`src/rtl/mac_issue_arbiter.sv`:
```
// Round-robin issue arbiter that shares one non-stallable pipelined MAC between
// NREQ requesters and routes each result back to its issuer through a tag pipe.
module mac_issue_arbiter #(
    parameter int NREQ    = 4,
    parameter int W       = 16,
    parameter int RW      = 33,
    parameter int LATENCY = 7,
    parameter int MAXOUT  = 4
) (
    input  logic              clk,
    input  logic              aclr,
    input  logic [NREQ-1:0]   i_req_valid,
    output logic [NREQ-1:0]   o_req_ready,
    input  logic [NREQ*W-1:0] i_req_a,
    input  logic [NREQ*W-1:0] i_req_b,
    input  logic [NREQ*W-1:0] i_req_c,
    input  logic              i_hold,
    output logic              o_mac_valid,
    output logic [W-1:0]      o_mac_a,
    output logic [W-1:0]      o_mac_b,
    output logic [W-1:0]      o_mac_c,
    input  logic              i_mac_out_valid,
    input  logic [RW-1:0]     i_mac_result,
    output logic [NREQ-1:0]   o_resp_valid,
    output logic [RW-1:0]     o_resp_data,
    output logic              o_busy,
    output logic              o_err
);

    localparam int IDW = $clog2(NREQ);
    localparam int CW  = $clog2(MAXOUT + 1);

    logic [IDW-1:0]  r_rrPtr;
    logic            r_macValid;
    logic [W-1:0]    r_macA;
    logic [W-1:0]    r_macB;
    logic [W-1:0]    r_macC;
    logic [IDW-1:0]  r_issueId;
    logic [LATENCY-1:0] r_tagValid;
    logic [IDW-1:0]  r_tagId [LATENCY];
    logic [NREQ-1:0] r_respValid;
    logic [RW-1:0]   r_respData;
    logic            r_err;
    logic [CW-1:0]   r_cnt [NREQ];

    logic [NREQ-1:0] w_elig;
    logic [NREQ-1:0] w_nonZero;
    logic [NREQ-1:0] w_grant;
    logic            w_grantValid;
    logic [IDW-1:0]  w_grantId;
    logic [IDW:0]    w_sum;
    logic [IDW-1:0]  w_cand;
    logic [W-1:0]    w_selA;
    logic [W-1:0]    w_selB;
    logic [W-1:0]    w_selC;

    // Only the registered count gates eligibility, so a same-cycle response never frees a slot.
    for (genvar gi = 0; gi < NREQ; gi++) begin : g_elig
        assign w_elig[gi]    = i_req_valid[gi] && !i_hold && !aclr && (r_cnt[gi] < CW'(MAXOUT));
        assign w_nonZero[gi] = (r_cnt[gi] != '0);
    end

    always_comb begin
        w_grant      = '0;
        w_grantValid = 1'b0;
        w_grantId    = '0;
        w_sum        = '0;
        w_cand       = '0;
        for (int k = 1; k <= NREQ; k++) begin
            w_sum = {1'b0, r_rrPtr} + (IDW+1)'(k);
            if (w_sum >= (IDW+1)'(NREQ)) begin
                w_sum = w_sum - (IDW+1)'(NREQ);
            end
            w_cand = w_sum[IDW-1:0];
            if (!w_grantValid && w_elig[w_cand]) begin
                w_grantValid = 1'b1;
                w_grantId    = w_cand;
            end
        end
        if (w_grantValid) begin
            w_grant = NREQ'(1) << w_grantId;
        end
    end

    always_comb begin
        w_selA = '0;
        w_selB = '0;
        w_selC = '0;
        for (int i = 0; i < NREQ; i++) begin
            if (w_grant[i]) begin
                w_selA = i_req_a[i*W +: W];
                w_selB = i_req_b[i*W +: W];
                w_selC = i_req_c[i*W +: W];
            end
        end
    end

    always_ff @(posedge clk or posedge aclr) begin
        if (aclr) begin
            r_rrPtr    <= IDW'(NREQ - 1);
            r_macValid <= 1'b0;
            r_macA     <= '0;
            r_macB     <= '0;
            r_macC     <= '0;
            r_issueId  <= '0;
        end else begin
            r_macValid <= w_grantValid;
            if (w_grantValid) begin
                r_rrPtr   <= w_grantId;
                r_macA    <= w_selA;
                r_macB    <= w_selB;
                r_macC    <= w_selC;
                r_issueId <= w_grantId;
            end
        end
    end

    // The tag pipe shadows the MAC latency; its last stage lines up with i_mac_out_valid.
    always_ff @(posedge clk or posedge aclr) begin
        if (aclr) begin
            r_tagValid <= '0;
            for (int s = 0; s < LATENCY; s++) begin
                r_tagId[s] <= '0;
            end
        end else begin
            r_tagValid <= {r_tagValid[LATENCY-2:0], r_macValid};
            r_tagId[0] <= r_issueId;
            for (int s = 1; s < LATENCY; s++) begin
                r_tagId[s] <= r_tagId[s-1];
            end
        end
    end

    always_ff @(posedge clk or posedge aclr) begin
        if (aclr) begin
            r_respValid <= '0;
            r_respData  <= '0;
            r_err       <= 1'b0;
        end else begin
            r_respValid <= r_tagValid[LATENCY-1] ? (NREQ'(1) << r_tagId[LATENCY-1]) : '0;
            if (r_tagValid[LATENCY-1]) begin
                r_respData <= i_mac_result;
            end
            if (i_mac_out_valid != r_tagValid[LATENCY-1]) begin
                r_err <= 1'b1;
            end
        end
    end

    always_ff @(posedge clk or posedge aclr) begin
        if (aclr) begin
            for (int i = 0; i < NREQ; i++) begin
                r_cnt[i] <= '0;
            end
        end else begin
            for (int i = 0; i < NREQ; i++) begin
                if (w_grant[i] && !r_respValid[i]) begin
                    r_cnt[i] <= r_cnt[i] + CW'(1);
                end else if (!w_grant[i] && r_respValid[i]) begin
                    r_cnt[i] <= r_cnt[i] - CW'(1);
                end
            end
        end
    end

    assign o_req_ready  = w_grant;
    assign o_mac_valid  = r_macValid;
    assign o_mac_a      = r_macA;
    assign o_mac_b      = r_macB;
    assign o_mac_c      = r_macC;
    assign o_resp_valid = r_respValid;
    assign o_resp_data  = r_respData;
    assign o_busy       = |w_nonZero;
    assign o_err        = r_err;

endmodule
```
`config.mk`:
```
export PLATFORM = sky130hd
export DESIGN_NAME = mac_issue_arbiter
export DESIGN_NICKNAME = d
export VERILOG_FILES = /design/src/rtl/mac_issue_arbiter.sv
export SDC_FILE = /design/constraint.sdc
export NUM_CORES = 1
export LEC_CHECK = 0
export ABC_AREA = 0
export CELL_PAD_IN_SITES_DETAIL_PLACEMENT = 1
export CELL_PAD_IN_SITES_GLOBAL_PLACEMENT = 1
export CORE_MARGIN = 2
export CORE_UTILIZATION = 31
export DETAILED_ROUTE_END_ITERATION = 16
export GPL_ROUTABILITY_DRIVEN = 0
export PLACE_DENSITY_LB_ADDON = 0.1
export SYNTH_ARGS = -nofsm -noshare
export SYNTH_HDL_FRONTEND = slang
export SYNTH_SLANG_ARGS = --single-unit
export TNS_END_PERCENT = 100
```
`constraint.sdc`:
```
create_clock -name clk -period 10 [get_ports clk]
set_input_delay 2 -clock clk [delete_from_list [all_inputs] [get_ports clk]]
set_output_delay 2 -clock clk [all_outputs]
set_load 0.05 [all_outputs]
```
### Yosys cells after proc, flatten, opt, wreduce, memory -nomap -nowiden

Cells that the tools add are included.

| operators by class | value |
|---|---|
| shifts and indexed selects | 2 |
| multiplexer cells | 42 |
| eq/ne operators | 1 |
| magnitude comparators | 12 |
| $add $sub $neg | 16 |
| reduce and logical (&&, ||, !) cells | 45 |

Operator list:

| kind | number |
|---|---|
| $mux 16 | 12 |
| $mux 3 | 8 |
| $logic_and 1x1->1 | 23 |
| $mux 2 | 8 |
| $logic_not 1->1 | 13 |
| $add 3x1->3 const B | 4 |
| $ge 3x3->1 const B | 4 |
| $lt 2x3->1 const B | 4 |
| $lt 3x3->1 const B | 4 |
| $reduce_bool 3->1 | 4 |
| $sub 3x1->3 const B | 4 |
| $bmux 1 s2 | 4 |
| $mux 1 | 8 |
| $mux 4 | 2 |
| $reduce_bool 2->1 | 4 |
| $shl 1x2->4 const A | 2 |
| $sub 2x1->2 const B | 4 |
| $add 2x2->3 const B | 2 |
| $reduce_or 4->1 | 1 |
| $add 2x1->3 const B | 1 |
| $add 2x3->3 const B | 1 |
| $ne 1x1->1 | 1 |

| word-level totals | value |
|---|---|
| output and inout port bits | 92 |
| bits of input ports | 233 |
| register bits | 124 |

### Logic depth before layout (Yosys ltp)

Gate-level depths: netlist of the first run.

| logic depth | value |
|---|---|
| word-level depth | 22 |
| mapped depth | 13 |
| gate-level depth less buffers | 11 |

### Worst setup path before layout of the first run

No wires, ideal clock.

| timing | value |
|---|---|
| path type | input-to-output |
| start point | in i_req_valid[0] |
| end point | out o_req_ready[0] |
| path slack | 4.282 ns |
| stages | 5 |
| required time | 8.000 ns |
| data arrival time | 3.718 ns |
| path through | nor2b_1 o2111ai_1 a21oi_2 clkbuf_1 nor2b_1 |

| between the ends | value |
|---|---|
| word-level cells in the longest chain between the ends | 17 |
| elaborated cells on any way between the ends | 27 |
| those cells by class | shift: 1; mux: 17; reduce/logical: 9 |

Ends and longest elaborated chain:

| element | line | source |
|---|---|---|
| start: declaration | 12 | `input logic [NREQ-1:0] i_req_valid,` |
| $logic_and 1x1->1 (*) (3 in a row) | 59 | `assign w_elig[gi] = i_req_valid[gi] && !i_hold && !aclr && (r_cnt[gi] < CW'(MAXOUT));` |
| $bmux 1 s2 | 75 | `if (!w_grantValid && w_elig[w_cand]) begin` |
| $mux 1 (implied by the code) | 75 |  |
| $mux 1 | 75 |  |
| $logic_not 1->1 | 75 |  |
| $logic_and 1x1->1 | 75 |  |
| $mux 1 | 75 |  |
| $logic_not 1->1 | 75 |  |
| $logic_and 1x1->1 | 75 |  |
| $mux 1 | 75 |  |
| $logic_not 1->1 | 75 |  |
| $logic_and 1x1->1 | 75 |  |
| $mux 2 | 75 |  |
| $shl 1x2->4 | 81 | `w_grant = NREQ'(1) << w_grantId;` |
| $mux 4 (*) | 80 | `if (w_grantValid) begin` |
| end: declaration | 13 | `output logic [NREQ-1:0] o_req_ready,` |

Every way passes the cells marked *; elsewhere a longest branch is shown, timed or not. The select of a mux whose other input is x is not followed.

### Final worst setup path of the first run

| timing | value |
|---|---|
| start point | in aclr |
| end point | out o_req_ready[2] |

| between the ends | value |
|---|---|
| word-level cells in the longest chain between the ends | 17 |
| elaborated cells on any way between the ends | 33 |
| those cells by class | shift: 1; mux: 17; reduce/logical: 15 |

Ends and longest elaborated chain:

| element | line | source |
|---|---|---|
| start: declaration | 11 | `input logic aclr,` |
| $logic_not 1->1 (no line) (*) | n/a |  |
| $logic_and 1x1->1 (2 in a row) | 59 |  |
| $bmux 1 s2 | 75 |  |
| $mux 1 (implied by the code) | 75 |  |
| $mux 1 | 75 |  |
| $logic_not 1->1 | 75 |  |
| $logic_and 1x1->1 | 75 |  |
| $mux 1 | 75 |  |
| $logic_not 1->1 | 75 |  |
| $logic_and 1x1->1 | 75 |  |
| $mux 1 | 75 |  |
| $logic_not 1->1 | 75 |  |
| $logic_and 1x1->1 | 75 |  |
| $mux 2 | 75 |  |
| $shl 1x2->4 | 81 |  |
| $mux 4 (*) | 80 |  |

Marks and branches as above.

==> impl_metrics.ini, run 1 <==
[floorplan]
coreArea_mm2 = 0.0193
die_h_um = 144
ios = 325
die_width_um = 144
core.rowCount = 51
start_util_pct = 31.3
dieArea_mm2 = 0.0206

[clock_tree]
clockBufferDepth = 2
cts_num_sinks = 124
clk_latency_ns = 0.42
clk_pin_slew_ns = 0.06
post_cts_buffers = 0
cts-root-buf = clkbuf_16
cts-resized-gates = 0
cts_inserted_buffers = 17
cts.hold.buffers_added = 0
htree_levels = 4
cts_tree = done

[worst_setup_path]
critical_path_class = in2out
cp-start-kind = input port
r2r-start = r_cnt[11]
required_ns = 8.00
arrival_ns = 5.16
endpoint_kind = output pin
crit_start = aclr
r2r_slack_ns = 6.63
r2r_cells = 11
r2r_end = r_cnt[11]
path_max_fanout = 50

[layout]
fillers = 2046
nets = 1086
area_delta_synth_final_pct = 67.9
final_util_pct = 52.6
insertedDiodeCount = 0
multi_input_area_mm2 = 0.00257
post_route_cells_drive_above_1_share_pct = 12.0
regArea_mm2 = 0.00311

[synth]
syn_area_mm2 = 0.00604
ys_ff_latch = 124
synth_edf_count = 0
yosys.area.top_type = dfrtp_1
synth_nets = 779
ys.flop_type = dfrtp_1
synth_area_leaders = dfrtp_1 (51%), a221o_1 (8.0%), mux2_2 (6.9%), a221oi_1 (5.5%), nand3_1 (4.1%)
ys_seq_area_share_pct = 51.4
synth.distinct_cells = 45
synth.avg_cell_area_um2 = 11.2
ys_warn_count = 0
synthArstFlopShare_pct = 100
syn_inst = 538
synth.top_cell.area_share_pct = 50.5

[detailed_routing]
vias = 5866
drt_iter0_markers = 241
via_per_inst = 5.23
drc = 0
drtAntennaViolNets = 0
dr.pass1.iters = 4
drt_wl_total_um = 23700
wl_per_cell_um = 21.1

[run_status]
status = completed

[hold_path]
min_from = r_tagId[5]
min_path_type = reg2reg
min_delay_path_depth = 0
hold_path_end = r_tagId[3]

[power_and_ir_drop]
ir_drop_v = 0.000120
p_per_area_mw_per_mm2 = 291
leakage_uw = 0.00402

[global_route]
grt_max_degree = 67
grt_pass1_vias = 6329
grt_pass1_wl_um = 35400
grt_usage_pct = 22.7
grt.overflow.total = 0
grt_antenna_before_repair = 0

[sta]
timing.final.crit_share_pct = 71.6
setup_tns_ns = 0
slew_headroom_pct = 41.1
period_needed_ns = 7.16
tightest_slew_ns = 0.884
clock.fmax_mhz = 140
rsz0062_at_grt = no
setup-violations-final = 0
finalHoldViolations = 0
worst_hold_slack_ns = 0.348
skew_ns = 0.0117
slew_viol_final = 0

[place]
dpl.hpwl_um = 17200
portBuffers = 324

[flow_run]
drv_cap = 0
-- registers in the layout (all words and copies together) (netlist names) --
name and cells:
o_resp_data 33, o_mac_a 16, o_mac_b 16, o_mac_c 16
r_tagId 14, r_cnt 12, r_tagValid 7, o_resp_valid 4
r_issueId 2, r_rrPtr 2, o_err 1, o_mac_valid 1
-- cells by family after synthesis --
| group | after synthesis | share of synthesized area (%) |
|---|---|---|
| compound gates | 164 | 22.8 |
| flops | 124 | 51.4 |
| xor+xnor | 13 | 1.89 |
| buf+inv | 106 | 7.15 |
| fa+ha+maj | 8 | 2.15 |
| mux | 37 | 6.90 |
| simple gates | 86 | 7.73 |
-- critical path, stage by stage --
cell and delay [ns]:
clkdlybuf4s50_1 0.64, nor2_2 0.41, o2111ai_1 0.30, a21oi_4 0.21, and2_4 0.58, clkdlybuf4s50_1 0.94
-- cell usage in the layout, fill, tap and decap left out, drive strengths merged, types with 5 or more instances in the layout --
master	n
a221oi	48
a221o	48
inv	63
mux2	37
nand3	50
clkdlybuf4s50	324
dfrtp	122
buf	10
nor2	13
clkbuf	18
clkinv	5
a21oi	5
xor2	7
o21ai	48
xnor2	6
-- cells in the mapped netlist (2+ instances only) --
master    instances
dfrtp_1         122
inv_1            60
nand3_1          50
a221o_1          48
o21ai_0          48
a221oi_1         38
mux2_2           37
clkbuf_1         36
nor2_1           12
a221oi_2         10
xor2_1            7
buf_2             6
xnor2_1           6
a21oi_1           4
fa_1              4
ha_1              4
nand2b_1          4
nor2b_1           4
nand2_1           3
nor4_1            3
a21o_1            2
buf_6             2
dfstp_2           2
nand3b_1          2
nor4b_2           2
o21a_1            2
o22ai_1           2
-- metal layers --
metal	track usage, %	vias to the layer above	wire length, um
met5	0	-	0
met4	8.98	0	746
met3	6.73	45	1730
met2	38.6	278	11900
met1	26.9	2918	9350
li1	-	2625	-
-- layout make-up --
type	count	share of cell area [%]
well taps	265	3.27
clock buffers	18	4.33
multi-input cells	308	25.4
repair buffers	334	32.8
clock inverters	13	1.39
flip-flops and latches	124	30.6
inverters	60	2.25
-- where the power goes --
group	total [uW]	internal, uW	switching, uW
combinational	1460	550	912
clock	607	373	234
sequential	877	727	150
-- worst max-delay path by stage --
stage                      to  slack (ns)  depth (start not counted)
6_report       o_req_ready[2]        2.84                          6
3_3_place_gp   o_req_ready[3]        2.91                          6
3_5_place_dp   o_req_ready[3]        2.82                          6
4_1_cts        o_req_ready[3]        2.82                          6
5_1_grt        o_req_ready[0]        2.69                          7
2_1_floorplan  o_req_ready[0]        4.28                          5
-- stage by stage --
stage | worst slack, ns | total power [uW] | cell area, um2 | cells
2_1_floorplan | 4.28 | 1760 | 6040 | 538
3_3_place_gp | 2.91 | 2320 | 9550 | 1090
3_5_place_dp | 2.82 | 2350 | 9550 | 1090
4_1_cts | 2.82 | 2980 | 10100 | 1121
5_1_grt | 2.69 | 3090 | 10100 | 1122
6_report | 2.84 | 2950 | 10100 | 1122
Power figures use the tool's default switching activity.
==> run 2: changes to the inputs <==
CORE_UTILIZATION = 29   (was 31)
clock period = 7.48 ns   (was 10 ns; I/O delays follow)
==> impl_metrics.ini, run 2 (synthesized netlist as in run 1, its figures left out) <==
[clock_tree]
cts_tree = done
htree_levels = 4
clk_pin_slew_ns = 0.05
clk_latency_ns = 0.42
cts_inserted_buffers = 17
cts-root-buf = clkbuf_16
cts.hold.buffers_added = 0
post_cts_buffers = 0
cts_num_sinks = 124
clockBufferDepth = 2
cts-resized-gates = 0

[layout]
final_cell_mix = clkdlybuf4s50_1 (324), dfrtp_1 (122), inv_1 (59)
area_delta_synth_final_pct = 68.1
final_util_pct = 49.8
post_route_cells_drive_above_1_share_pct = 11.8
nets = 1086
fillers = 2183
final_common_cell = clkdlybuf4s50_1
largest_reg_flops = 33

[global_route]
grt_pass1_wl_um = 37000
grt_antenna_before_repair = 2
grt_usage_pct = 21.9
grt_max_degree = 66
grt.overflow.total = 0
grt_pass1_vias = 6472

[worst_setup_path]
r2r-start = r_cnt[11]
r2r_cells = 10
endpoint_kind = output pin
arrival_ns = 4.56
r2r_end = r_cnt[5]
critical_path_class = in2out
required_ns = 5.98
path_max_fanout = 50
r2r_slack_ns = 4.27
cp-start-kind = input port

[detailed_routing]
wl_per_cell_um = 20.9
drtAntennaViolNets = 0
drt_iter0_markers = 213
drc = 0
vias = 5794
drt_wl_total_um = 23700
dr.pass1.iters = 4
via_per_inst = 5.12

[hold_path]
min_delay_path_depth = 0
min_from = r_tagId[13]
min_path_type = reg2reg
hold_path_end = r_tagId[11]

[floorplan]
die_width_um = 148
core.rowCount = 52
dieArea_mm2 = 0.0220
die_h_um = 148
coreArea_mm2 = 0.0204
ios = 325
start_util_pct = 29.7

[sta]
period_needed_ns = 6.05
slew_viol_final = 0
slew_headroom_pct = 41.8
skew_ns = 0.00773
final.setup.worst_slack_ns = 1.43
clock.fmax_mhz = 165
rsz0062_at_grt = no
timing.final.crit_share_pct = 80.9
setup-violations-final = 0
tightest_slew_ns = 0.874
setup_tns_ns = 0
finalHoldViolations = 0
worst_hold_slack_ns = 0.345

[place]
portBuffers = 324
dpl.hpwl_um = 17200
place_ws_ns = 1.41

[power_and_ir_drop]
leakage_uw = 0.00402
ir_drop_v = 0.000147
p_per_area_mw_per_mm2 = 387

[run_status]
status = completed

[flow_run]
drv_cap = 0
## run 2: final cells by class
class	instances	area (um2)	area share, %
timing repair buffer	334	3320	32.7
sequential	124	3110	30.6
multi-input combinational	308	2570	25.3
clock buffer	22	464	4.57
tap	270	338	3.33
inverter	60	228	2.24
clock inverter	10	116	1.15
antenna	3	7.51	0.0740
## run 2: worst max-delay path, stage by stage
cell and delay [ns]:
clkdlybuf4s50_1 0.64, nor2_2 0.41, o211ai_1 0.21, a21oi_4 0.21, and2_4 0.64, clkdlybuf4s50_1 0.94
## run 2: worst max path at each step
stage | endpoint | startpoint | cells past startpoint
global placement | o_req_ready[2] | aclr | 6
finish | o_req_ready[2] | aclr | 6
floorplan | o_err | aclr | 1
CTS | o_req_ready[2] | aclr | 6
detailed placement | o_req_ready[2] | aclr | 6
global route | o_req_ready[2] | aclr | 6
## run 2: routing by layer
metal | vias to the layer above | global-route usage (%) | share of wire (%)
li1 | 2625 | - | -
met1 | 2849 | 26.3 | 40
met2 | 278 | 36.7 | 50
met3 | 42 | 5.92 | 7.5
met4 | 0 | 10.1 | 2.9
met5 | - | 0 | 0
## run 2: power breakdown
group          switching, uW  internal (uW)  leakage, uW
clock network            302            508     0.000280
logic                   1210            734      0.00220
registers                197            973      0.00154
total                   1710           2210      0.00402
## run 2: through the flow
stage	area, um2	power, uW	std cells
2_1_floorplan	6040	2360	538
3_3_place_gp	9560	3090	1096
3_5_place_dp	9560	3140	1096
4_1_cts	10100	3970	1128
5_1_grt	10100	4120	1130
6_report	10100	3920	1131
==> run 3: changes to the inputs <==
CORE_UTILIZATION = 26   (was 29)
clock period = 5.4 ns   (was 7.48 ns; I/O delays follow)
==> impl_metrics.ini, run 3 (synthesized netlist as in run 1, its figures left out) <==
[power_and_ir_drop]
leakage_uw = 0.00404
ir_drop_v = 0.000246
p_total_uw = 5480
clkPwrFrac_pct = 20.8
combPwrFrac_pct = 49.5
seqPwrFrac_pct = 29.8
p_per_area_mw_per_mm2 = 538
swShare_pct = 43.6
intPower_uw = 3090
power_switching_uw = 2390

[place]
dpl.hpwl_um = 18000
portBuffers = 324
place_ws_ns = 0.512

[layout]
insertedDiodeCount = 0
fillers = 2458
area_delta_synth_final_pct = 68.7
post_route_cells_drive_above_1_share_pct = 12.1
largest_reg_flops = 33
regArea_mm2 = 0.00311
multi_input_area_mm2 = 0.00257
final_common_cell = clkdlybuf4s50_1
nets = 1088
final_cell_mix = clkdlybuf4s50_1 (322), dfrtp_1 (122), inv_1 (59)

[worst_setup_path]
arrival_ns = 3.81
crit_start = aclr
path_cells = clkdlybuf4s50_1, nor2_2, o2111ai_1, a21oi_4, buf_4, and2_4, buf_12
endpoint_kind = output pin
path_max_fanout = 51
slowest_delay_ns = 0.63
r2r-start = r_cnt[11]
cp_slowest_cell = clkdlybuf4s50_1
required_ns = 4.32
cp-start-kind = input port
critical_path_class = in2out
path_buf_inv = 3
cp_top_family = buffers and inverters

[clock_tree]
post_cts_buffers = 0
cts.hold.buffers_added = 0
cts_num_sinks = 124
cts-root-buf = clkbuf_16
clk_pin_slew_ns = 0.06
clockBufferDepth = 2
cts-resized-gates = 0
cts_tree = done
clk_latency_ns = 0.41
cts_inserted_buffers = 17
htree_levels = 4

[floorplan]
die_width_um = 156
start_util_pct = 26.6
core.rowCount = 55
die_h_um = 156
coreArea_mm2 = 0.0227
dieArea_mm2 = 0.0245
ios = 325

[sta]
setup-violations-final = 0
finalHoldViolations = 0
rsz0062_at_grt = no
skew_ns = 0.00948
timing.final.crit_share_pct = 90.6
final.setup.worst_slack_ns = 0.509
period_needed_ns = 4.89
slew_headroom_pct = 31.7
setup_tns_ns = 0
clock.fmax_mhz = 204
slew_viol_final = 0
tightest_slew_ns = 1.02

[global_route]
grt_pass1_wl_um = 37600
grt_usage_pct = 20.3
grt_antenna_before_repair = 0
grt.overflow.total = 0
grt_max_degree = 79
grt_pass1_vias = 6523

[detailed_routing]
drc = 0
vias = 5820
drt_wl_total_um = 24500
drt_iter0_markers = 217
via_per_inst = 5.08
dr.pass1.iters = 6
drtAntennaViolNets = 0
wl_per_cell_um = 21.4

[run_status]
status = completed

[flow_run]
drv_cap = 0

[hold_path]
min_from = r_tagId[11]
min_path_type = reg2reg
[run 3: changes by cell type in the layout (fill, tap and decap cells not counted), sizes merged]
cell,change
buf,+4
bufinv,+1
clkbuf,-1
clkdlybuf4s50,-2
clkinvlp,+1
diode,-3
inv,-1
[run 3: per-layer routing]
layer / wire length, um / up-vias / GRT usage [%]
li1: - / 2623 / -
met1: 9880 / 2893 / 23.8
met2: 12400 / 270 / 36.0
met3: 1830 / 34 / 6.12
met4: 376 / 0 / 5.55
met5: 0 / - / 0
[run 3: layout make-up]
class / instances / share of cell area [%]
multi-input combinational: 308 / 25.2
timing repair buffer: 336 / 32.8
clock buffer: 21 / 4.32
tap: 285 / 3.50
clock inverter: 11 / 1.42
sequential: 124 / 30.5
inverter: 60 / 2.24
[run 3: path summary, 6_finish.rpt]
| kind | to | slack [ns] | cells after the start |
|---|---|---|---|
| worst max-delay path | o_req_ready[2] | 0.51 | 7 |
| worst min-delay path | r_tagId[9] | 0.35 | 0 |
| worst max register to register | r_cnt[5] | 1.84 | 11 |
| worst min register to register | r_tagId[9] | 0.35 | 0 |
| max in group asynchronous | r_cnt[0] | 2.88 | 3 |
| min in group asynchronous | o_resp_data[5] | 1.55 | 2 |
[run 3: per-stage QoR]
step / cells / utilization, % / area, um2 / hold WS, ns
after floorplan: 538 / - / 6040 / 0.331
after global placement: 1113 / 42.3 / 9600 / 0.332
after detailed placement: 1113 / 42.3 / 9600 / 0.336
after CTS: 1145 / 44.9 / 10200 / 0.349
after global routing: 1145 / 44.9 / 10200 / 0.351
final: 1145 / 44.9 / 10200 / 0.348
[run 3: power by group through the flow]
stage	Sequential, uW	Combinational [uW]	Clock, uW
detailed placement	1640	2740	0
finish	1630	2710	1140
global placement	1620	2700	0
CTS	1640	2750	1170
global route	1690	2860	1220
floorplan	2590	681	0
